**src/rtl/btn_debounce_if.sv**
```systemverilog
// Button debouncer signal bundle: raw button level in, debounced level and event pulses out.
// The master drives the raw button; the slave is the debouncer itself.
interface btn_debounce_if;
   logic btn_in;
   logic btn_level;
   logic press;
   logic release_pulse;
   logic rpt;

   modport master (
      output btn_in,
      input  btn_level,
      input  press,
      input  release_pulse,
      input  rpt
   );

   modport slave (
      input  btn_in,
      output btn_level,
      output press,
      output release_pulse,
      output rpt
   );
endinterface

```
**src/rtl/btn_debounce.sv**
```systemverilog
// Pushbutton debouncer: two-flop synchronizer, four-state stability FSM with
// registered level/press/release outputs and optional auto-repeat while held.
module btn_debounce #(
   parameter logic [24:0] STABLE_CYCLES = 25'd120000,
   parameter logic        REPEAT_EN     = 1'b0,
   parameter logic [24:0] REPEAT_DELAY  = 25'd6000000,
   parameter logic [24:0] REPEAT_PERIOD = 25'd1200000
) (
   input  logic          clk,
   input  logic          rst,
   btn_debounce_if.slave if_btn
);

   typedef enum logic [1:0] {
      RELEASED    = 2'd0,
      PRESS_CHK   = 2'd1,
      HELD        = 2'd2,
      RELEASE_CHK = 2'd3
   } state_t;

   localparam logic [24:0] STAB_LAST       = STABLE_CYCLES - 25'd1;
   localparam logic [24:0] RPT_DELAY_LAST  = REPEAT_DELAY - 25'd1;
   localparam logic [24:0] RPT_PERIOD_LAST = REPEAT_PERIOD - 25'd1;

   state_t      r_state;
   state_t      w_state_next;
   logic        r_sync1;
   logic        r_btn_s;
   logic [24:0] r_stab_cnt;
   logic [24:0] w_stab_cnt_next;
   logic        r_level;
   logic        w_level_next;
   logic        r_press;
   logic        w_press_next;
   logic        r_release;
   logic        w_release_next;

   logic [24:0] r_rpt_cnt;
   logic        r_rpt_first;
   logic        r_rpt;
   logic [24:0] w_rpt_limit;
   logic        w_rpt_run;

   always_ff @(posedge clk or negedge rst) begin
      if (!rst) begin
         r_sync1 <= 1'b0;
         r_btn_s <= 1'b0;
      end else begin
         r_sync1 <= if_btn.btn_in;
         r_btn_s <= r_sync1;
      end
   end

   always_ff @(posedge clk or negedge rst) begin
      if (!rst) begin
         r_state    <= RELEASED;
         r_stab_cnt <= 25'd0;
         r_level    <= 1'b0;
         r_press    <= 1'b0;
         r_release  <= 1'b0;
      end else begin
         r_state    <= w_state_next;
         r_stab_cnt <= w_stab_cnt_next;
         r_level    <= w_level_next;
         r_press    <= w_press_next;
         r_release  <= w_release_next;
      end
   end

   // The stability counter stops at STAB_LAST; the transition fires from there.
   always_comb begin
      w_state_next    = r_state;
      w_stab_cnt_next = r_stab_cnt;
      w_level_next    = r_level;
      w_press_next    = 1'b0;
      w_release_next  = 1'b0;
      case (r_state)
         RELEASED: begin
            if (r_btn_s) begin
               w_state_next    = PRESS_CHK;
               w_stab_cnt_next = 25'd0;
            end
         end
         PRESS_CHK: begin
            if (!r_btn_s) begin
               w_state_next = RELEASED;
            end else if (r_stab_cnt == STAB_LAST) begin
               w_state_next = HELD;
               w_level_next = 1'b1;
               w_press_next = 1'b1;
            end else begin
               w_stab_cnt_next = r_stab_cnt + 25'd1;
            end
         end
         HELD: begin
            if (!r_btn_s) begin
               w_state_next    = RELEASE_CHK;
               w_stab_cnt_next = 25'd0;
            end
         end
         RELEASE_CHK: begin
            if (r_btn_s) begin
               w_state_next = HELD;
            end else if (r_stab_cnt == STAB_LAST) begin
               w_state_next   = RELEASED;
               w_level_next   = 1'b0;
               w_release_next = 1'b1;
            end else begin
               w_stab_cnt_next = r_stab_cnt + 25'd1;
            end
         end
         default: begin
            w_state_next = RELEASED;
         end
      endcase
   end

   // Repeat timing only advances while held with the synchronized button still down;
   // a falling sample freezes it until the release check resolves.
   assign w_rpt_limit = r_rpt_first ? RPT_DELAY_LAST : RPT_PERIOD_LAST;
   assign w_rpt_run   = REPEAT_EN && (r_state == HELD) && r_btn_s;

   always_ff @(posedge clk or negedge rst) begin
      if (!rst) begin
         r_rpt_cnt   <= 25'd0;
         r_rpt_first <= 1'b1;
         r_rpt       <= 1'b0;
      end else begin
         r_rpt <= 1'b0;
         if (w_press_next || (w_state_next == RELEASED)) begin
            r_rpt_cnt   <= 25'd0;
            r_rpt_first <= 1'b1;
         end else if (w_rpt_run) begin
            if (r_rpt_cnt == w_rpt_limit) begin
               r_rpt       <= 1'b1;
               r_rpt_cnt   <= 25'd0;
               r_rpt_first <= 1'b0;
            end else begin
               r_rpt_cnt <= r_rpt_cnt + 25'd1;
            end
         end
      end
   end

   assign if_btn.btn_level     = r_level;
   assign if_btn.press         = r_press;
   assign if_btn.release_pulse = r_release;
   assign if_btn.rpt           = REPEAT_EN & r_rpt;

endmodule

```
**src/flat_wrapper.sv**
```systemverilog
// flat-port wrapper written by rule: the top's interface ports become plain ports
module btn_debounce_flat 
#(
   parameter logic [24:0] STABLE_CYCLES = 25'd120000,
   parameter logic        REPEAT_EN     = 1'b0,
   parameter logic [24:0] REPEAT_DELAY  = 25'd6000000,
   parameter logic [24:0] REPEAT_PERIOD = 25'd1200000
)
  (clk, rst, if_btn_btn_in, if_btn_btn_level, if_btn_press, if_btn_release_pulse, if_btn_rpt);
  btn_debounce_if if_btn_i ();
  input  logic clk;
  input  logic rst;
  input wire logic [$bits(if_btn_i.btn_in)-1:0] if_btn_btn_in;
  output wire logic [$bits(if_btn_i.btn_level)-1:0] if_btn_btn_level;
  output wire logic [$bits(if_btn_i.press)-1:0] if_btn_press;
  output wire logic [$bits(if_btn_i.release_pulse)-1:0] if_btn_release_pulse;
  output wire logic [$bits(if_btn_i.rpt)-1:0] if_btn_rpt;
  assign if_btn_i.btn_in = if_btn_btn_in;
  assign if_btn_btn_level = if_btn_i.btn_level;
  assign if_btn_press = if_btn_i.press;
  assign if_btn_release_pulse = if_btn_i.release_pulse;
  assign if_btn_rpt = if_btn_i.rpt;
  btn_debounce #(.STABLE_CYCLES(STABLE_CYCLES), .REPEAT_EN(REPEAT_EN), .REPEAT_DELAY(REPEAT_DELAY), .REPEAT_PERIOD(REPEAT_PERIOD)) u_core (.clk(clk), .rst(rst), .if_btn(if_btn_i));
endmodule
```
**config.mk**
```make
export PLATFORM = sky130hd
export DESIGN_NAME = btn_debounce_flat
export DESIGN_NICKNAME = d
export VERILOG_FILES = /design/src/rtl/btn_debounce_if.sv /design/src/rtl/btn_debounce.sv /design/src/flat_wrapper.sv
export SDC_FILE = /design/constraint.sdc
export NUM_CORES = 1
export LEC_CHECK = 0
export BUFFER_PORTS_ARGS = -buffer_cell sky130_fd_sc_hd__buf_2
export CAP_MARGIN = 20
export CORE_AREA = 2 2 89 91
export DETAILED_ROUTE_END_ITERATION = 10
export DIE_AREA = 0 0 91 93
export SETUP_SLACK_MARGIN = 0.15
export SLEW_MARGIN = 5
export SYNTH_ARGS = -nofsm -noshare
export SYNTH_HDL_FRONTEND = slang
export SYNTH_SLANG_ARGS = --single-unit
```
**constraint.sdc**
```tcl
create_clock -name clk -period 2.3 [get_ports clk]
set_input_delay 0.23 -clock clk [delete_from_list [all_inputs] [get_ports clk]]
set_output_delay 0.23 -clock clk [all_outputs]
set_load 0.02 [all_outputs]
```
==> results_dict.tcl, run 1 <==
set metrics [dict create \
    outcome "finished with violations" \
    violations "hold timing" \
    vias_per_cell 4.753 \
    cts-root-buf "clkbuf_8" \
    synth_fp_nets 194 \
    grt_use_total 0.09708 \
    wirelength_mm 3.791 \
    drtIter0Drc 67 \
    worstPathCellList "or4_1 > nor4_2 > and3_4 > mux2_2 > a22o_1" \
    irDropWorstVdd_mv 0.3728 \
    hpwl_mm 2.571 \
    firstDrtPassIters 4 \
    cp_slowest_cell "or4_1" \
    cts_tree "done" \
    yosysWarnings 0 \
    layout.nets 202 \
    rows 32 \
    port_buffers 5 \
    fillers 819 \
    numCtsBuffers 5 \
    num_antenna_cells 0 \
    synth_seq_area_share 0.4414 \
    synthCells 190 \
    htree_levels 2 \
    cap_violations 0 \
    arrival_ns 2.16 \
    die-width_um 91 \
    finalCritPeriodShare 0.8646 \
    slowest_delay_ns 0.54 \
    synth-edff-count 0 \
    setup_violations 0 \
    leakage_nw 0.8722 \
    clock_sinks 32 \
    synthArstFlopShare 1.000 \
    drive_above_1_share 0.1869 \
    hold_viol 1 \
    die_area_mm2 0.008463 \
    crit_fanout 8 \
    fmax_mhz 502.9 \
    timing.hold.ws_ns -0.001168 \
    cts_max_path_buffers 2 \
    antenna_found_initial 0 \
    drc_errors 0 \
    p_int_mw 0.8733 \
    grt_max_degree 33 \
    grt_pass1_wl_mm 6.582 \
    final_antenna_net_count 0 \
    synth_ff_type "dfrtp_1" \
    regArea_um2 800.8 \
    skew_ns 0.007388 \
    power.density_mw_per_mm2 555.4 \
    rsz0062_at_grt "no" \
    combinationalPowerShare 0.061 \
    syn-cell-area_mm2 0.001814 \
    fin_crit_ns 1.989 \
    initial_utilization 0.2410 \
    clockPowerShare 0.408 \
    finalSetupTns_ns 0 \
    hp-class "input pin to async pin" \
    chipHeight_um 93 \
    seqPwrFrac 0.530 \
    relSlewSlack 0.5123 \
    slew_viol_final 0 \
    clk_latency_ns 0.29 \
    cp-start-kind "flip-flop" \
    grt_pass1_vias 1410 \
    ys_ff_latch 32 \
    worst_pin_slew_ns 0.7315 \
    area_delta_synth_final_pct 14.48 \
    fp.coreArea_mm2 0.007527 \
    switching_share 0.2430 \
    grt.overflow.total 0 \
    power.switching_mw 0.2804 \
    ctsHoldBuffers 0 \
    multiInputGateArea_um2 948.4 \
    io_pins 7 \
    clk_pin_slew_ns 0.07 \
    gp_congestion 0.7638 \
    critPathKind "flip-flop to flip-flop" \
    end_kind "flip-flop" \
    avgSynthCellArea_um2 9.549 \
    post_drt_wl_per_cell_um 12.64 \
    ys_types 43 \
    crit_required_ns 2.48 \
    dr_total_vias 1426 \
]
worst paths after layout:
path | start | endpoint | slack [ns] | depth (start not counted)
max in group asynchronous | rst | u_core.r_sync1 | 1.83 | 1
worst min register to register | u_core.r_sync1 | u_core.r_btn_s | 0.35 | 0
min in group clk | if_btn_btn_in | u_core.r_sync1 | 0.05 | 1
worst max register to register | u_core.r_stab_cnt[20] | u_core.r_stab_cnt[0] | 0.31 | 5
worst max-delay path | u_core.r_stab_cnt[20] | u_core.r_stab_cnt[0] | 0.31 | 5
worst min-delay path | rst | u_core.r_stab_cnt[21] | -0.001 | 1
logic make-up (layout without fill, tap and decap cells):
group,after synthesis,count (layout),synth area share
XOR/XNOR,10,10,0.05242
other,1,1,0.002067
multiplexers,7,7,0.04482
flip-flops,32,32,0.4414
adder cells (fa/ha/maj),1,1,0.006895
AND/OR/NAND/NOR,94,94,0.2896
AO/OA/AOI/OAI,28,28,0.1166
buffers and inverters,17,25,0.04621
repair_timing:
item / 4_1_cts / 5_1_grt
gates resized for setup: 1 / 2
endpoints found under the setup margin: 1 / 4
pin swaps: 0 / 2
setup buffers: 0 / 1
area by class of cell:
class / instances / area share
Clock buffer: 7 / 0.04639
Tap cell: 102 / 0.06145
Inverter: 5 / 0.009036
Multi-Input combinational cell: 141 / 0.4566
Timing Repair Buffer: 13 / 0.04096
Sequential cell: 32 / 0.3855
Yosys cell counts, types with 2 or more instances:
library cell / count / area (µm²)
dfrtp_1: 32 / 800.8
nand2_1: 22 / 82.58
nor2_1: 16 / 60.06
nand3_1: 11 / 55.05
a22o_1: 9 / 78.83
xnor2_1: 8 / 70.07
nand4_1: 7 / 43.79
nor4_1: 6 / 37.54
o211ai_1: 6 / 45.04
clkbuf_1: 5 / 18.77
inv_1: 5 / 18.77
mux2_2: 5 / 56.30
nor3_1: 5 / 25.02
and3_1: 4 / 25.02
nand3b_1: 4 / 30.03
o21ai_0: 4 / 20.02
a21oi_1: 3 / 15.01
and2_1: 3 / 18.77
buf_2: 2 / 10.01
buf_4: 2 / 15.01
clkbuf_2: 2 / 10.01
nor2b_1: 2 / 12.51
nor3b_1: 2 / 15.01
nor4_4: 2 / 42.54
o311ai_0: 2 / 17.52
or2_2: 2 / 12.51
or3_1: 2 / 12.51
or4_1: 2 / 15.01
power by group through the flow:
stage	Sequential [mW]	Clock, mW	Combinational, mW
2_1_floorplan	0.603	0	0.0619
3_3_place_gp	0.622	0	0.0693
3_5_place_dp	0.621	0	0.0716
4_1_cts	0.611	0.482	0.0725
5_1_grt	0.616	0.516	0.0817
6_report	0.612	0.471	0.0708
layout by cell type, fill, tap and decap left out, types with 3 or more instances in the layout:
| cell | instances |
|---|---|
| mux2_2 | 5 |
| and2_1 | 3 |
| nand2_1 | 22 |
| nor4_1 | 5 |
| o21ai_0 | 4 |
| xnor2_1 | 7 |
| o211ai_1 | 6 |
| nand3b_1 | 4 |
| nor2_1 | 16 |
| nand3_1 | 11 |
| and3_1 | 3 |
| a22o_1 | 9 |
| nand4_1 | 7 |
| nor3_1 | 5 |
| buf_4 | 8 |
| a21oi_1 | 3 |
| dfrtp_1 | 32 |
| clkbuf_8 | 7 |
| inv_1 | 5 |
| buf_2 | 5 |
worst max-delay path, delay by kind of cell (launching register included):
kind             cells  cell delay [ns]
AO/OA/AOI/OAI        1             0.17
flip-flops           1             0.40
AND/OR/NAND/NOR      3             0.97
multiplexers         1             0.34
metrics by stage:
stage	worst slack, ns	std cells	power (mW)	utilization	cell area, µm²
floorplan	0.3199	190	0.6650	-	1814
finish	0.3113	300	1.154	0.2759	2077
CTS	0.2142	299	1.166	0.2736	2059
global placement	0.1489	292	0.6914	0.2606	1962
detailed placement	0.1508	292	0.6929	0.2606	1962
global route	0.1774	300	1.213	0.2759	2077
flip-flops by register name, summed over array words and instances (netlist names), named ones only:
signal                       flops
u_core.if_btn.release_pulse      1
u_core.r_sync1                   1
u_core.r_stab_cnt               25
u_core.if_btn.press              1
u_core.r_state                   1
u_core.if_btn.btn_level          1
u_core.r_btn_s                   1
routing by layer:
| metal | GRT usage | wire, µm | vias to the layer above | share of wire |
|---|---|---|---|---|
| met5 | 0 | 0 | - | 0 |
| met3 | 0.02256 | 134 | 5 | 0.035 |
| met1 | 0.1247 | 1859 | 692 | 0.49 |
| li1 | - | - | 700 | - |
| met4 | 0.05051 | 68 | 0 | 0.018 |
| met2 | 0.1525 | 1730 | 29 | 0.46 |
Note: power is estimated with default switching activity, not from simulation.
==> run 2, diff against run 1 <==
--- a/config.mk
+++ b/config.mk
@@ -5,11 +5,12 @@
 export SDC_FILE = /design/constraint.sdc
 export NUM_CORES = 1
 export LEC_CHECK = 0
+export ABC_AREA = 1
 export BUFFER_PORTS_ARGS = -buffer_cell sky130_fd_sc_hd__buf_2
 export CAP_MARGIN = 20
-export CORE_AREA = 2 2 89 91
+export CORE_AREA = 2 2 94 96
 export DETAILED_ROUTE_END_ITERATION = 10
-export DIE_AREA = 0 0 91 93
+export DIE_AREA = 0 0 96 98
 export SETUP_SLACK_MARGIN = 0.15
 export SLEW_MARGIN = 5
 export SYNTH_ARGS = -nofsm -noshare
==> results_dict.tcl, run 2 <==
set metrics [dict create \
    rows 34 \
    synth_top_cell_area_share 0.3936 \
    end_kind "flip-flop" \
    num_antenna_cells 0 \
    startpoint "u_core.r_stab_cnt[0]" \
    worstPathCellList "ha_1 > nand3_2 > nor2_1 > nand2_1 > nor2_2 > nor2_4 > buf_4 > nand3_1 > o21ai_0" \
    cp_slowest_cell "dfrtp_1" \
    io_pins 7 \
    cts_resized 0 \
    area_delta_synth_final_pct 10.95 \
    ys_types 24 \
    synthArstFlopShare 1.000 \
    leakage_nw 1.035 \
    cp_num_cells 9 \
    finalCritPeriodShare 0.8325 \
    final_cell_area_mm2 0.002257 \
    yosysWarnings 0 \
    grt_pass1_wl_mm 8.480 \
    final_core_util 0.2666 \
    wirelength_mm 4.803 \
    final_common_cell "nand2_1" \
    cp-start-kind "flip-flop" \
    post-cts-setup-buffers 0 \
    drtIter0Drc 151 \
    instances_no_fill 423 \
    power_mw 1.120 \
    regToRegStartpoint "u_core.r_stab_cnt[0]" \
    die_area_mm2 0.009408 \
    numCtsBuffers 5 \
    firstDrtPassIters 4 \
    die-width_um 96 \
    cp.buffers_inverters 1 \
    grt_max_degree 33 \
    outcome "finished with violations" \
    pre_cts_ws_ns 0.3933 \
    grt_pass1_vias 1787 \
    dr_total_vias 1870 \
    vias_per_cell 4.421 \
    hp-class "input pin to async pin" \
    fin_ws_ns 0.3853 \
    arrival_ns 2.12 \
    largest_reg_flops 25 \
    yosysTopAreaCell "dfrtp_1" \
    synthCells 308 \
    regMostFlops "u_core.r_stab_cnt" \
    crit_end "u_core.r_stab_cnt[0]" \
    gp_congestion 0.8832 \
    hpwl_mm 3.521 \
    ys_ff_latch 32 \
    relSlewSlack 0.5201 \
    worst_pin_slew_ns 0.7199 \
    placed_area_mm2 0.002161 \
    finalSetupTns_ns 0 \
    synth_seq_area_share 0.3936 \
    htree_levels 2 \
    worst_r2r_endpoint "u_core.r_stab_cnt[0]" \
    drc_errors 0 \
    avgSynthCellArea_um2 6.605 \
    port_buffers 5 \
    initial_utilization 0.2403 \
    violations "hold timing" \
    ctsHoldBuffers 0 \
    reg2regPathDepth 9 \
    grt.overflow.total 0 \
    skew_ns 0.003050 \
    dpl.cell_count 416 \
    synthTopCellsByCount "nand2_1, nor2_1, dfrtp_1, nand3_1, inv_1" \
    post_drt_wl_per_cell_um 11.35 \
    grt_use_total 0.1136 \
    cap_violations 0 \
    ff2ff_setup_slack_ns 0.39 \
    crit_required_ns 2.50 \
    hold_viol 5 \
    crit_fanout 16 \
    clk_pin_slew_ns 0.07 \
    synth_fp_nets 312 \
    cts-root-buf "clkbuf_8" \
    final_cell_mix "nand2_1, nor2_1, dfrtp_1" \
    synth_area_leaders "dfrtp_1, nand2_1, nor2_1" \
    synth_ff_type "dfrtp_1" \
    power.density_mw_per_mm2 496.2 \
    fmax_mhz 522.3 \
    layout.nets 319 \
    cts_tree "done" \
    fp.coreArea_mm2 0.008466 \
    rsz0062_at_grt "no" \
    slew_viol_final 0 \
    final_antenna_net_count 0 \
    yosysMostFrequentCell "nand2_1" \
    timing.hold.ws_ns -0.001837 \
    antenna_found_initial 0 \
    synth-edff-count 0 \
    setup_violations 0 \
    chipHeight_um 98 \
    drive_above_1_share 0.06349 \
    syn-cell-area_mm2 0.002034 \
    fillers 926 \
    clock_sinks 32 \
    irDropWorstVdd_mv 0.1504 \
    critical_path.top_delay_family "simple AND/OR/NAND/NOR gates" \
    fin_crit_ns 1.915 \
    clk_latency_ns 0.28 \
    critPathKind "flip-flop to flip-flop" \
    cts_max_path_buffers 2 \
    slowest_delay_ns 0.45 \
]
## run 2: cell type report
type                            count  area, µm²  area share
Sequential cell                    32      800.8      0.3548
Clock buffer                        7      96.34     0.04268
Inverter                           27      106.4     0.04712
Multi-Input combinational cell    242       1079      0.4778
Tap cell                          108      135.1     0.05987
Timing Repair Buffer                7      40.04     0.01774
## run 2: how the worst min path moves through the flow
| stage | startpoint | slack [ns] | to | cells past startpoint |
|---|---|---|---|---|
| after floorplan | rst | -0.07 | async pin | 0 |
| after detailed placement | u_core.r_sync1 | 0.34 | u_core.r_btn_s | 0 |
| after global routing | if_btn_btn_in | 0.04 | u_core.r_sync1 | 1 |
| after global placement | u_core.r_sync1 | 0.33 | u_core.r_btn_s | 0 |
| final | rst | -0.002 | u_core.r_stab_cnt[19] | 1 |
| after CTS | rst | 0.04 | u_core.r_stab_cnt[19] | 1 |
## run 2: cell families (layout without fill, tap and decap cells)
kind of cell / Yosys count / in the layout / share of synthesized area
AO/OA/AOI/OAI: 14 / 14 / 0.03936
flip-flops: 32 / 32 / 0.3936
AND/OR/NAND/NOR: 216 / 216 / 0.4397
adder cells (fa/ha/maj): 1 / 1 / 0.006149
buffers and inverters: 34 / 41 / 0.07626
other: 1 / 1 / 0.001843
XOR/XNOR: 10 / 10 / 0.04305
## run 2: routing by layer
| layer | up-vias | part of all wire | GRT usage | wire length (µm) |
|---|---|---|---|---|
| met1 | 865 | 0.50 | 0.1561 | 2380 |
| met5 | - | 0 | 0 | 0 |
| met2 | 26 | 0.46 | 0.1757 | 2197 |
| met4 | 0 | 0.0081 | 0.02857 | 39 |
| li1 | 975 | - | - | - |
| met3 | 4 | 0.039 | 0.03086 | 185 |
## run 2: report_power, final
part / switching, mW / internal (mW)
clock: 0.214 / 0.267
combinational: 0.0438 / 0.0132
sequential: 0.0109 / 0.571
total: 0.269 / 0.851
